<file path="src/rtl/wb_arb_pkg.sv">
// rtl/wb_arb_pkg.sv - shared encodings and constants for the two-master Wishbone arbiter
package wb_arb_pkg;

  typedef enum logic [1:0] {
    ST_IDLE    = 2'd0,
    ST_BUSY    = 2'd1,
    ST_RELEASE = 2'd2
  } arb_state_e;

  localparam logic [31:0] ERR_DATA_DEFAULT = 32'hDEAD_BEEF;

  localparam logic MASTER_CPU = 1'b0;
  localparam logic MASTER_DMA = 1'b1;

  // One-hot grant vector for a given owner index
  function automatic logic [1:0] onehot_grant(input logic owner);
    return owner ? 2'b10 : 2'b01;
  endfunction

endpackage

</file>
<file path="src/rtl/wb_arb_timer.sv">
// rtl/wb_arb_timer.sv - per-transaction timeout counter with clear/enable and expire pulse
module wb_arb_timer #(
  parameter int TIMEOUT_CYCLES = 1024
) (
  input  logic clk,
  input  logic rst,
  input  logic clr_i,
  input  logic en_i,
  output logic expire_o
);

  localparam int W = (TIMEOUT_CYCLES > 1) ? $clog2(TIMEOUT_CYCLES) : 1;
  localparam logic [W-1:0] LAST = (TIMEOUT_CYCLES > 0) ? W'(TIMEOUT_CYCLES - 1) : '0;

  logic [W-1:0] tmr_q, tmr_d;

  // Clear has priority over counting; count only while the transaction is on the bus
  always_comb begin
    tmr_d = tmr_q;
    if (clr_i) begin
      tmr_d = '0;
    end else if (en_i) begin
      tmr_d = tmr_q + W'(1);
    end
  end

  // Counter register
  always_ff @(posedge clk) begin
    if (rst) begin
      tmr_q <= '0;
    end else begin
      tmr_q <= tmr_d;
    end
  end

  // The FSM leaves BUSY on expiry, so this is high for exactly one cycle
  assign expire_o = (TIMEOUT_CYCLES != 0) && en_i && (tmr_q == LAST);

endmodule

</file>
<file path="src/rtl/wb_bus_arbiter.sv">
// rtl/wb_bus_arbiter.sv - round-robin two-master arbiter with ACK capture and slave timeout
module wb_bus_arbiter
  import wb_arb_pkg::*;
#(
  parameter int          TIMEOUT_CYCLES = 1024,
  parameter logic [31:0] ERR_DATA       = ERR_DATA_DEFAULT
) (
  input  logic        clk,
  input  logic        rst,
  input  logic        m0_STB,
  input  logic        m0_WE,
  input  logic [31:0] m0_ADDR,
  input  logic [31:0] m0_DAT_I,
  output logic [31:0] m0_DAT_O,
  output logic        m0_ACK,
  output logic        m0_ERR,
  input  logic        m1_STB,
  input  logic        m1_WE,
  input  logic [31:0] m1_ADDR,
  input  logic [31:0] m1_DAT_I,
  output logic [31:0] m1_DAT_O,
  output logic        m1_ACK,
  output logic        m1_ERR,
  output logic        bus_STB,
  output logic        bus_WE,
  output logic [31:0] bus_ADDR,
  output logic [31:0] bus_DAT_O,
  input  logic [31:0] bus_DAT_I,
  input  logic        bus_ACK,
  output logic [1:0]  grant,
  output logic [7:0]  timeout_cnt
);

  arb_state_e  state_q, state_d;
  logic        owner_q, owner_d;
  logic        last_grant_q, last_grant_d;
  logic [31:0] cap_data_q, cap_data_d;
  logic        cap_err_q, cap_err_d;
  logic [7:0]  timeout_cnt_q, timeout_cnt_d;
  logic        tmr_clr, tmr_en, tmr_expire;
  logic        owner_stb;

  assign owner_stb   = owner_q ? m1_STB : m0_STB;
  assign timeout_cnt = timeout_cnt_q;

  wb_arb_timer #(
    .TIMEOUT_CYCLES(TIMEOUT_CYCLES)
  ) u_timer (
    .clk     (clk),
    .rst     (rst),
    .clr_i   (tmr_clr),
    .en_i    (tmr_en),
    .expire_o(tmr_expire)
  );

  // State and capture registers
  always_ff @(posedge clk) begin
    if (rst) begin
      state_q       <= ST_IDLE;
      owner_q       <= MASTER_CPU;
      last_grant_q  <= MASTER_DMA;
      cap_data_q    <= '0;
      cap_err_q     <= 1'b0;
      timeout_cnt_q <= '0;
    end else begin
      state_q       <= state_d;
      owner_q       <= owner_d;
      last_grant_q  <= last_grant_d;
      cap_data_q    <= cap_data_d;
      cap_err_q     <= cap_err_d;
      timeout_cnt_q <= timeout_cnt_d;
    end
  end

  // Next-state and outputs; master ACKs depend only on registers, never on bus_ACK
  always_comb begin
    state_d       = state_q;
    owner_d       = owner_q;
    last_grant_d  = last_grant_q;
    cap_data_d    = cap_data_q;
    cap_err_d     = cap_err_q;
    timeout_cnt_d = timeout_cnt_q;
    tmr_clr       = 1'b0;
    tmr_en        = 1'b0;
    bus_STB       = 1'b0;
    bus_WE        = 1'b0;
    bus_ADDR      = '0;
    bus_DAT_O     = '0;
    grant         = 2'b00;
    m0_ACK        = 1'b0;
    m0_ERR        = 1'b0;
    m0_DAT_O      = '0;
    m1_ACK        = 1'b0;
    m1_ERR        = 1'b0;
    m1_DAT_O      = '0;

    case (state_q)
      ST_IDLE: begin
        tmr_clr = 1'b1;
        if (m0_STB || m1_STB) begin
          state_d = ST_BUSY;
          if (m0_STB && m1_STB) begin
            owner_d = ~last_grant_q;
          end else begin
            owner_d = m1_STB ? MASTER_DMA : MASTER_CPU;
          end
        end
      end

      ST_BUSY: begin
        tmr_en    = 1'b1;
        bus_STB   = 1'b1;
        bus_WE    = owner_q ? m1_WE : m0_WE;
        bus_ADDR  = owner_q ? m1_ADDR : m0_ADDR;
        bus_DAT_O = owner_q ? m1_DAT_I : m0_DAT_I;
        grant     = onehot_grant(owner_q);
        if (bus_ACK) begin
          cap_data_d   = bus_DAT_I;
          cap_err_d    = 1'b0;
          last_grant_d = owner_q;
          state_d      = ST_RELEASE;
        end else if (!owner_stb) begin
          // Abort: the owner gave up; no completion and fairness untouched
          state_d = ST_IDLE;
        end else if (tmr_expire) begin
          cap_data_d   = ERR_DATA;
          cap_err_d    = 1'b1;
          last_grant_d = owner_q;
          if (timeout_cnt_q != 8'hFF) begin
            timeout_cnt_d = timeout_cnt_q + 8'd1;
          end
          state_d = ST_RELEASE;
        end
      end

      ST_RELEASE: begin
        // Hold the completion until the owner drops STB so slow masters see it once
        grant = onehot_grant(owner_q);
        if (owner_q) begin
          m1_ACK   = 1'b1;
          m1_ERR   = cap_err_q;
          m1_DAT_O = cap_data_q;
        end else begin
          m0_ACK   = 1'b1;
          m0_ERR   = cap_err_q;
          m0_DAT_O = cap_data_q;
        end
        if (!owner_stb) begin
          state_d = ST_IDLE;
        end
      end

      default: begin
        state_d = ST_IDLE;
      end
    endcase
  end

endmodule

</file>
<file path="config.mk">
export PLATFORM = sky130hd
export DESIGN_NAME = wb_bus_arbiter
export DESIGN_NICKNAME = d
export VERILOG_FILES = /design/src/rtl/wb_arb_pkg.sv /design/src/rtl/wb_arb_timer.sv /design/src/rtl/wb_bus_arbiter.sv
export SDC_FILE = /design/constraint.sdc
export NUM_CORES = 1
export LEC_CHECK = 0
export CORE_ASPECT_RATIO = 0.7
export CORE_MARGIN = 10
export CORE_UTILIZATION = 34
export CTS_CLUSTER_DIAMETER = 40
export DETAILED_ROUTE_END_ITERATION = 8
export PLACE_DENSITY = 0.83
export SLEW_MARGIN = 20
export SYNTH_ARGS = -nofsm -noshare
export SYNTH_HDL_FRONTEND = slang
export SYNTH_SLANG_ARGS = --single-unit
</file>
<file path="constraint.sdc">
create_clock -name clk -period 2.4 [get_ports clk]
set_clock_uncertainty 0.05 [all_clocks]
set_input_delay 0.6 -clock clk [delete_from_list [all_inputs] [get_ports clk]]
set_output_delay 0.6 -clock clk [all_outputs]
set_load 0.05 [all_outputs]
</file>
After elaboration in Yosys (flattened, before gate mapping)
Cells that the tools add are included.
{"block": "totals", "register_bits": 55, "input_bits": 167, "out_inout_bits": 144, "elab_cells": 70}
{"block": "op_classes", "add_sub_neg": 2, "n_eq_ne": 7, "mux": 40, "bitwise_logic": 2, "n_reduce_logical": 12}
{"cell": "32-bit two-way mux", "n": 11}
{"cell": "1-bit two-way mux", "n": 21}
{"cell": "2-bit two-way mux", "n": 7}
{"cell": "10-bit by 1-bit adder with 10-bit output, second input constant", "n": 1}
{"cell": "10-bit equality test, second input constant", "n": 1}
{"cell": "8-bit by 1-bit adder with 8-bit output, second input constant", "n": 1}
{"cell": "8-bit inequality test, second input constant", "n": 1}
{"cell": "2-bit case mux with 3 select lines", "n": 1}
{"cell": "3-bit AND reduction", "n": 2}
{"cell": "5-bit AND reduction", "n": 1}
{"cell": "2-bit inequality test, second input constant", "n": 2}
{"cell": "4-bit inequality test, second input constant", "n": 1}
{"cell": "2-bit nonzero test", "n": 2}
{"cell": "2-bit OR reduction", "n": 2}
{"cell": "2-bit by 1-bit equality test with 1-bit output, second input constant", "n": 1}
{"cell": "2-bit equality test, second input constant", "n": 1}
{"cell": "1-bit logical AND", "n": 2}
{"cell": "2-bit zero test", "n": 1}
{"cell": "1-bit inverter", "n": 2}
{"cell": "2-bit AND reduction", "n": 1}
{"cell": "1-bit logical OR", "n": 1}

Depth between registers and ports, before layout
Gate-level depths: netlist of run 1.
{"block": "depth", "ltp_word": 7, "mapped_depth": 7, "mapped_depth_nobuf": 6}

Cells and area by module
From an unflattened synthesis of run 1, not the netlist that was laid out.
{"block": "hier_totals", "hier_cells": 447, "hier_area_um2": 3876.2}
{"mod": "wb_bus_arbiter", "n_inst": 1, "cells_per_inst": 394, "area_each_um2": 3400.8, "seq_area_each_um2": 900.9}
{"mod": "wb_arb_timer", "n_inst": 1, "cells_per_inst": 53, "area_each_um2": 475.5, "seq_area_each_um2": 200.2}

Worst setup path after synthesis of run 1
OpenSTA, ideal clock, no wires.
{"block": "synth_path", "path_type": "reg-to-output", "from": "register state_q[1]", "to": "output port bus_ADDR[31]", "arrival_time_ns": 2.513, "required_time_ns": 1.750, "path_slack_ns": -0.763, "stages_incl_launch_ff": 7, "path_buffers": 3, "path_cell_list": "dfxtp_1 -> inv_1 -> ha_1 -> clkbuf_1 -> buf_1 -> clkbuf_1 -> nor2b_1"}
{"block": "synth_between", "elab_chain_cells": 2}
{"item": "start: declaration", "line_no": "wb_bus_arbiter.sv:34", "text": "arb_state_e state_q, state_d;"}
{"item": "start signal: assignment", "line_no": "wb_bus_arbiter.sv:66", "text": "state_q <= state_d;"}
{"item": "2-bit by 1-bit equality test with 1-bit output", "line_no": "wb_bus_arbiter.sv:97", "text": "case (state_q)"}
{"item": "32-bit two-way mux", "line_no": "wb_bus_arbiter.sv:97"}
{"item": "end: declaration", "line_no": "wb_bus_arbiter.sv:26", "text": "output logic [31:0] bus_ADDR,"}
No other way between the ends.

Worst setup path in the final report of run 1
{"block": "layout_path", "from": "register state_q[0]", "to": "output port m0_DAT_O[7]"}
{"block": "layout_between", "elab_chain_cells": 2}
{"item": "2-bit equality test", "line_no": "wb_bus_arbiter.sv:97"}
{"item": "32-bit two-way mux", "line_no": "wb_bus_arbiter.sv:97"}
{"item": "end: declaration", "line_no": "wb_bus_arbiter.sv:14", "text": "output logic [31:0] m0_DAT_O,"}
No other way between the ends.

==> results.json, run 1 <==
{
  "grt_pass1_wl_um": 30680,
  "synth_seq_cells": 55,
  "htreeDepth": 2,
  "drv_slew": 0,
  "period_share_pct": 97.27,
  "critPathMaxFanout": 23,
  "min_to": "u_timer.tmr_q[8]",
  "die_w_um": 147.8,
  "cts_tree": "yes",
  "ys_warn_count": 0,
  "cp_data_arrival_time_ns": 1.68,
  "max-clock-path-buffers": 2,
  "worstMarginPinSlew_ns": 0.5176,
  "timing.rr.start": "owner_q",
  "r2r_end": "timeout_cnt[6]",
  "antenna_found_initial": 0,
  "wl_um": 20990,
  "gp_congestion": 0.8626,
  "drive_above_1_share_pct": 37.20,
  "portBuffers": 310,
  "avgRoutedWirePerCell_um": 23.04,
  "final_util_pct": 82.56,
  "place_area_sq_um": 8931,
  "syn-instance-count": 454,
  "cts-root-buf": "clkbuf_16",
  "avgSynthCellArea_sq_um": 8.568,
  "area_growth_pct": 135.4,
  "track_usage_pct": 24.05,
  "clk_latency_ns": 0.29,
  "initial_core_util_pct": 35.07,
  "pwr_density_cell_nw_per_um2": 830.7,
  "regArea_sq_um": 1105,
  "multi_input_area_sq_um": 2920,
  "syn-num-nets": 627,
  "drtAntennaViolNets": 0,
  "io_pins": 311,
  "nFillCells": 611,
  "ff2ff_setup_slack_ns": 0.14,
  "worstPathRequired_ns": 1.75,
  "max-vdd-ir-drop_mv": 0.5353,
  "drt_iter0_drc": 360,
  "vias": 4759,
  "post-dp-hpwl_um": 17100,
  "syn_area_sq_um": 3890,
  "maxCapViolCount": 0,
  "grt_overflow_total": 0,
  "cp-start-kind": "flop",
  "setup-violations-final": 0,
  "cts.sinks": 55,
  "final-hold-violation-count": 0,
  "outcome": "finished clean",
  "min_from": "u_timer.tmr_q[8]",
  "min_path_type": "reg -> reg",
  "yosysSeqAreaShare_pct": 28.30,
  "cts_made_buffers": 5,
  "drc_errors": 0,
  "ys_types": 43,
  "totalPowerFinal_mw": 7.607,
  "rows": 32,
  "p_leak_nw": 3.510,
  "design_area_sq_um": 9156,
  "clk_pin_slew_ns": 0.08,
  "timing.hold.ws_ns": 0.4395,
  "dieHeight_um": 109.5,
  "dieArea_sq_um": 16190,
  "hold_depth": 2,
  "num-nets-final": 930,
  "placeableCoreArea_sq_um": 11090,
  "setup_tns_ns": 0,
  "fin_crit_ns": 2.334,
  "max_freq_mhz": 428.4,
  "grt_pass1_vias": 5199,
  "end_kind": "primary output",
  "worstRegToRegCells": 5,
  "grt_start_max_net_pins": 42,
  "dr.pass1.iters": 4,
  "antennaDiodeCount": 0,
  "relSlewSlack_pct": 65.38,
  "hold_buffers": 0,
  "crit_type": "reg -> out",
  "routed_via_density": 5.224
}
## layout make-up
cell class,instances,area share (%)
Clock buffer,5,1.366
Clock inverter,3,0.2460
Inverter,4,0.1640
Multi-Input combinational cell,353,31.89
Sequential cell,55,12.07
Tap cell,153,2.091
Timing Repair Buffer,338,52.17
## flip-flops by register name (all words and copies together) (netlist names)
register,flops
cap_data_q,32
u_timer.tmr_q,10
timeout_cnt,8
state_q,2
cap_err_q,1
last_grant_q,1
owner_q,1
## through the flow
step	cells	worst slack, ns
finish	911	0.06557
global route	911	-0.003609
global placement	899	-0.04659
CTS	909	0.06270
floorplan	454	0.03195
detailed placement	899	-0.1453
## kinds of logic (layout without fill, tap and decap cells)
kind of cell | Yosys count | count (layout) | share of synthesized area, %
buffers and inverters | 46 | 350 | 4.824
AOI/OAI and AO/OA | 69 | 69 | 14.64
xor gates and xnor gates | 6 | 6 | 1.351
and+or+nand+nor | 201 | 201 | 30.59
adders and majority gates | 6 | 6 | 1.930
DFF | 55 | 55 | 28.31
muxes | 71 | 71 | 18.37
## cell usage in the layout (no fill, tap or decap), drive strengths merged, types with 10 or more instances in the layout
| cell type | synthesis | routed |
|---|---|---|
| a21oi | 15 | 15 |
| and2 | 35 | 35 |
| and3 | 35 | 35 |
| buf | 11 | 163 |
| clkdlybuf4s50 | 0 | 174 |
| dfxtp | 55 | 55 |
| mux2i | 68 | 68 |
| nand2 | 13 | 13 |
| nand3 | 11 | 11 |
| nor2 | 14 | 14 |
| nor2b | 69 | 69 |
| o211ai | 10 | 10 |
| o221a | 24 | 24 |
## synth_stat cells
cell type / n / share of area [%]
inv_1: 4 / 0.39
o41ai_1: 1 / 0.23
dfxtp_1: 55 / 28
or4_1: 3 / 0.58
a21oi_1: 15 / 1.9
and4_1: 1 / 0.23
mux2_2: 3 / 0.87
o21ai_0: 4 / 0.51
nand2_1: 13 / 1.3
and3_1: 35 / 5.6
and2_1: 35 / 5.6
nand2b_1: 1 / 0.16
o21ai_2: 1 / 0.23
nor2b_1: 69 / 11
a31o_2: 1 / 0.23
o21a_1: 3 / 0.58
a32oi_1: 1 / 0.23
clkbuf_1: 31 / 3.0
nand3_1: 11 / 1.4
nor3_1: 4 / 0.51
nor4_1: 2 / 0.32
o221a_2: 24 / 6.9
o31a_1: 1 / 0.23
nand4_2: 1 / 0.32
o211ai_1: 10 / 1.9
nor2_1: 14 / 1.4
mux2i_1: 68 / 17
or3_1: 4 / 0.64
buf_6: 1 / 0.29
ha_1: 6 / 1.9
a22oi_1: 1 / 0.19
or2_2: 2 / 0.32
nand4_1: 4 / 0.64
buf_1: 4 / 0.39
buf_2: 6 / 0.77
o31ai_1: 4 / 0.77
xnor2_1: 2 / 0.45
o311a_1: 1 / 0.26
xor2_1: 4 / 0.90
or3_4: 1 / 0.29
o2111ai_1: 1 / 0.23
a31oi_1: 1 / 0.16
nand3b_1: 1 / 0.19
## worst max-delay path by stage
stage               start             end  slack, ns  depth (start not counted)
2_1_floorplan     owner_q     bus_ADDR[0]       0.03                          5
3_3_place_gp       m1_STB  timeout_cnt[3]      -0.05                          5
3_5_place_dp       m1_STB  timeout_cnt[3]      -0.15                          5
4_1_cts           owner_q   bus_DAT_O[16]       0.06                          5
5_1_grt        state_q[0]     m0_DAT_O[7]     -0.004                          6
6_report       state_q[0]     m0_DAT_O[7]       0.07                          6
## per-layer routing
metal	GRT usage, %	part of all wire, %
met1	23.80	34
met2	48.07	55
met3	7.307	7.5
met4	6.488	2.8
met5	0	0
## worst max-delay path, cell delays in order, from the launching register on
cell	delay [ns]
dfxtp_1	0.34
inv_1	0.09
ha_1	0.21
nor2b_4	0.22
buf_12	0.16
and2_1	0.20
buf_12	0.16
## timing repair
action / 4_1_cts / 5_1_grt
gates resized for setup: 4 / 1
pin swaps: 0 / 1
endpoints found under the setup margin: 69 / 11
hold endpoints to repair: 0 / 0
cloned: 1 / 0
buffers inserted: 1 / 2
## report_power, final
part | total [mW] | leakage, nW | internal, mW | switching, mW
registers | 1.18 | 0.448 | 1.06 | 0.118
logic | 5.70 | 2.99 | 2.77 | 2.93
clock network | 0.733 | 0.0746 | 0.393 | 0.340
Note: power is estimated with default switching activity, not from simulation.
==> inputs of run 2 (changes only) <==
- CELL_PAD_IN_SITES_DETAIL_PLACEMENT: default -> 1
- CELL_PAD_IN_SITES_GLOBAL_PLACEMENT: default -> 2
- CORE_UTILIZATION: 34 -> 17
- PLACE_DENSITY: 0.83 -> default
- PLACE_DENSITY_LB_ADDON: default -> 0.1
==> run 2 against run 1 <==
Critical path depth stayed put. Flip-flop and latch count stayed put. Fmax hardly changed. Critical path type unchanged. Largest cell class unchanged.
==> results.json, run 2 (synthesized netlist as in run 1, its figures left out) <==
{
  "outcome": "finished clean",
  "timing.hold.ws_ns": 0.4613,
  "postLayoutSetupSlackWorst_ns": 0.06453,
  "fin_crit_ns": 2.335,
  "clk_pin_slew_ns": 0.08,
  "grt_start_max_net_pins": 36,
  "rows": 46,
  "drc_errors": 0,
  "area_growth_pct": 141.8,
  "ff2ff_setup_slack_ns": 0.30,
  "cts.sinks": 55,
  "dpl.cell_count": 1067,
  "grt_pass1_wl_um": 33420,
  "relSlewSlack_pct": 64.78,
  "maxCapViolCount": 0,
  "worstPathRequired_ns": 1.75,
  "hold_buffers": 0,
  "totalPowerFinal_mw": 7.705,
  "portBuffers": 310,
  "clk_latency_ns": 0.30,
  "gp_congestion": 0.7535,
  "max-clock-path-buffers": 2,
  "post-dp-hpwl_um": 19670,
  "placeableCoreArea_sq_um": 22560,
  "cpMaxStageDelayCell": "dfxtp_2",
  "drt_iter0_drc": 122,
  "cts_made_buffers": 5,
  "min_path_type": "reg -> reg",
  "layout_commonest_cell": "clkdlybuf4s50_1",
  "dieHeight_um": 146.6,
  "path_cells": "inv_2, ha_2, nor2b_4, buf_4, and2_2, buf_12",
  "max_freq_mhz": 428.2,
  "critPathMaxFanout": 9,
  "setup-violations-final": 0,
  "max_stage_delay_ns": 0.35,
  "cts_tree": "yes",
  "die_w_um": 200.8,
  "final_cell_mix": "clkdlybuf4s50_1 (174), buf_12 (141), mux2i_1 (68)",
  "io_pins": 311,
  "pwr_density_cell_nw_per_um2": 819.2,
  "crit_type": "reg -> out",
  "nFillCells": 2445,
  "path_buf_inv": 3,
  "combPwrFrac_pct": 74.2,
  "preCtsSetupSlack_ns": -0.01304,
  "initial_core_util_pct": 17.24,
  "grt_overflow_total": 0,
  "drive_above_1_share_pct": 38.33,
  "htreeDepth": 2,
  "drtAntennaViolNets": 0,
  "routed_via_density": 4.293,
  "worstMarginPinSlew_ns": 0.5266,
  "cts-root-buf": "clkbuf_16",
  "cp_top_family": "buffers and inverters",
  "grt_pass1_vias": 5131,
  "regMostFlops": "cap_data_q",
  "end_kind": "primary output",
  "dr.pass1.iters": 4,
  "vias": 4636,
  "wl_um": 22890,
  "cp_data_arrival_time_ns": 1.69,
  "power_frac_seq_pct": 15.6,
  "dieArea_sq_um": 29430,
  "p_int_mw": 4.259,
  "switchingPower_mw": 3.447,
  "avgRoutedWirePerCell_um": 21.20,
  "drv_slew": 0,
  "num-nets-final": 939,
  "switching_share_pct": 44.73,
  "cp-start-kind": "flop",
  "largest_reg_flops": 32,
  "setup_tns_ns": 0,
  "finalNonFillerCells": 1080,
  "period_share_pct": 97.31,
  "final-hold-violation-count": 0,
  "max-vdd-ir-drop_mv": 0.4498,
  "p_leak_nw": 3.537,
  "track_usage_pct": 14.66,
  "antenna_found_initial": 3,
  "p_clk_share_pct": 10.2
}
==> run 2: cell types whose count changed in the layout (fill, tap and decap cells not counted), sizes merged <==
cell / delta
buf: +10
bufbuf: -1
clkinv: -1
clkinvlp: +1
diode: +1
==> run 2: per-stage QoR <==
stage / utilization (%) / area [sq um]
after floorplan: - / 4208
after global placement: 40.78 / 9200
after detailed placement: 40.78 / 9200
after CTS: 41.51 / 9365
after global routing: 41.68 / 9403
final: 41.69 / 9405
==> run 2: final cells by class <==
cell class | instances | area (sq um) | share of cell area, %
antenna | 1 | 2.502 | 0.02661
clock buffer | 5 | 125.1 | 1.330
clock inverter | 3 | 27.53 | 0.2927
inverter | 4 | 15.01 | 0.1596
multi-input combinational | 353 | 2923 | 31.08
sequential | 55 | 1106 | 11.76
tap | 312 | 390.4 | 4.151
timing repair buffer | 347 | 4816 | 51.20
==> run 2: final timing paths <==
path | endpoint | from | depth (start not counted)
worst min-delay path | u_timer.tmr_q[8] | u_timer.tmr_q[8] | 2
worst max-delay path | m0_DAT_O[29] | state_q[0] | 6
worst max register to register | timeout_cnt[3] | u_timer.tmr_q[4] | 4
worst min register to register | u_timer.tmr_q[8] | u_timer.tmr_q[8] | 2
==> run 2: timing repair <==
item,4_1_cts,5_1_grt
cloned,0,1
resized for setup,2,7
pin swaps,1,1
endpoints found under the setup margin,54,76
setup buffers,1,2
==> run 2: worst min-delay path: cells and delay by family, from the launching register on <==
family | cells | cell delay (ns)
AO/OA/AOI/OAI | 2 | 0.14
flip-flops | 1 | 0.33
==> run 2: layer usage <==
layer	vias to the layer above	track usage (%)	share of wire (%)
met5	-	0	0.061
met4	4	2.001	0.59
met3	10	8.289	12
met2	172	25.38	48
met1	2197	15.62	39
li1	2253	-	-
==> run 2: power by group through the flow <==
stage | clock, mW | combinational (mW) | sequential [mW]
2_1_floorplan | 0 | 2.97 | 1.14
3_3_place_gp | 0 | 5.65 | 1.22
3_5_place_dp | 0 | 5.71 | 1.22
4_1_cts | 0.809 | 5.76 | 1.21
5_1_grt | 0.857 | 6.01 | 1.23
6_report | 0.784 | 5.72 | 1.20
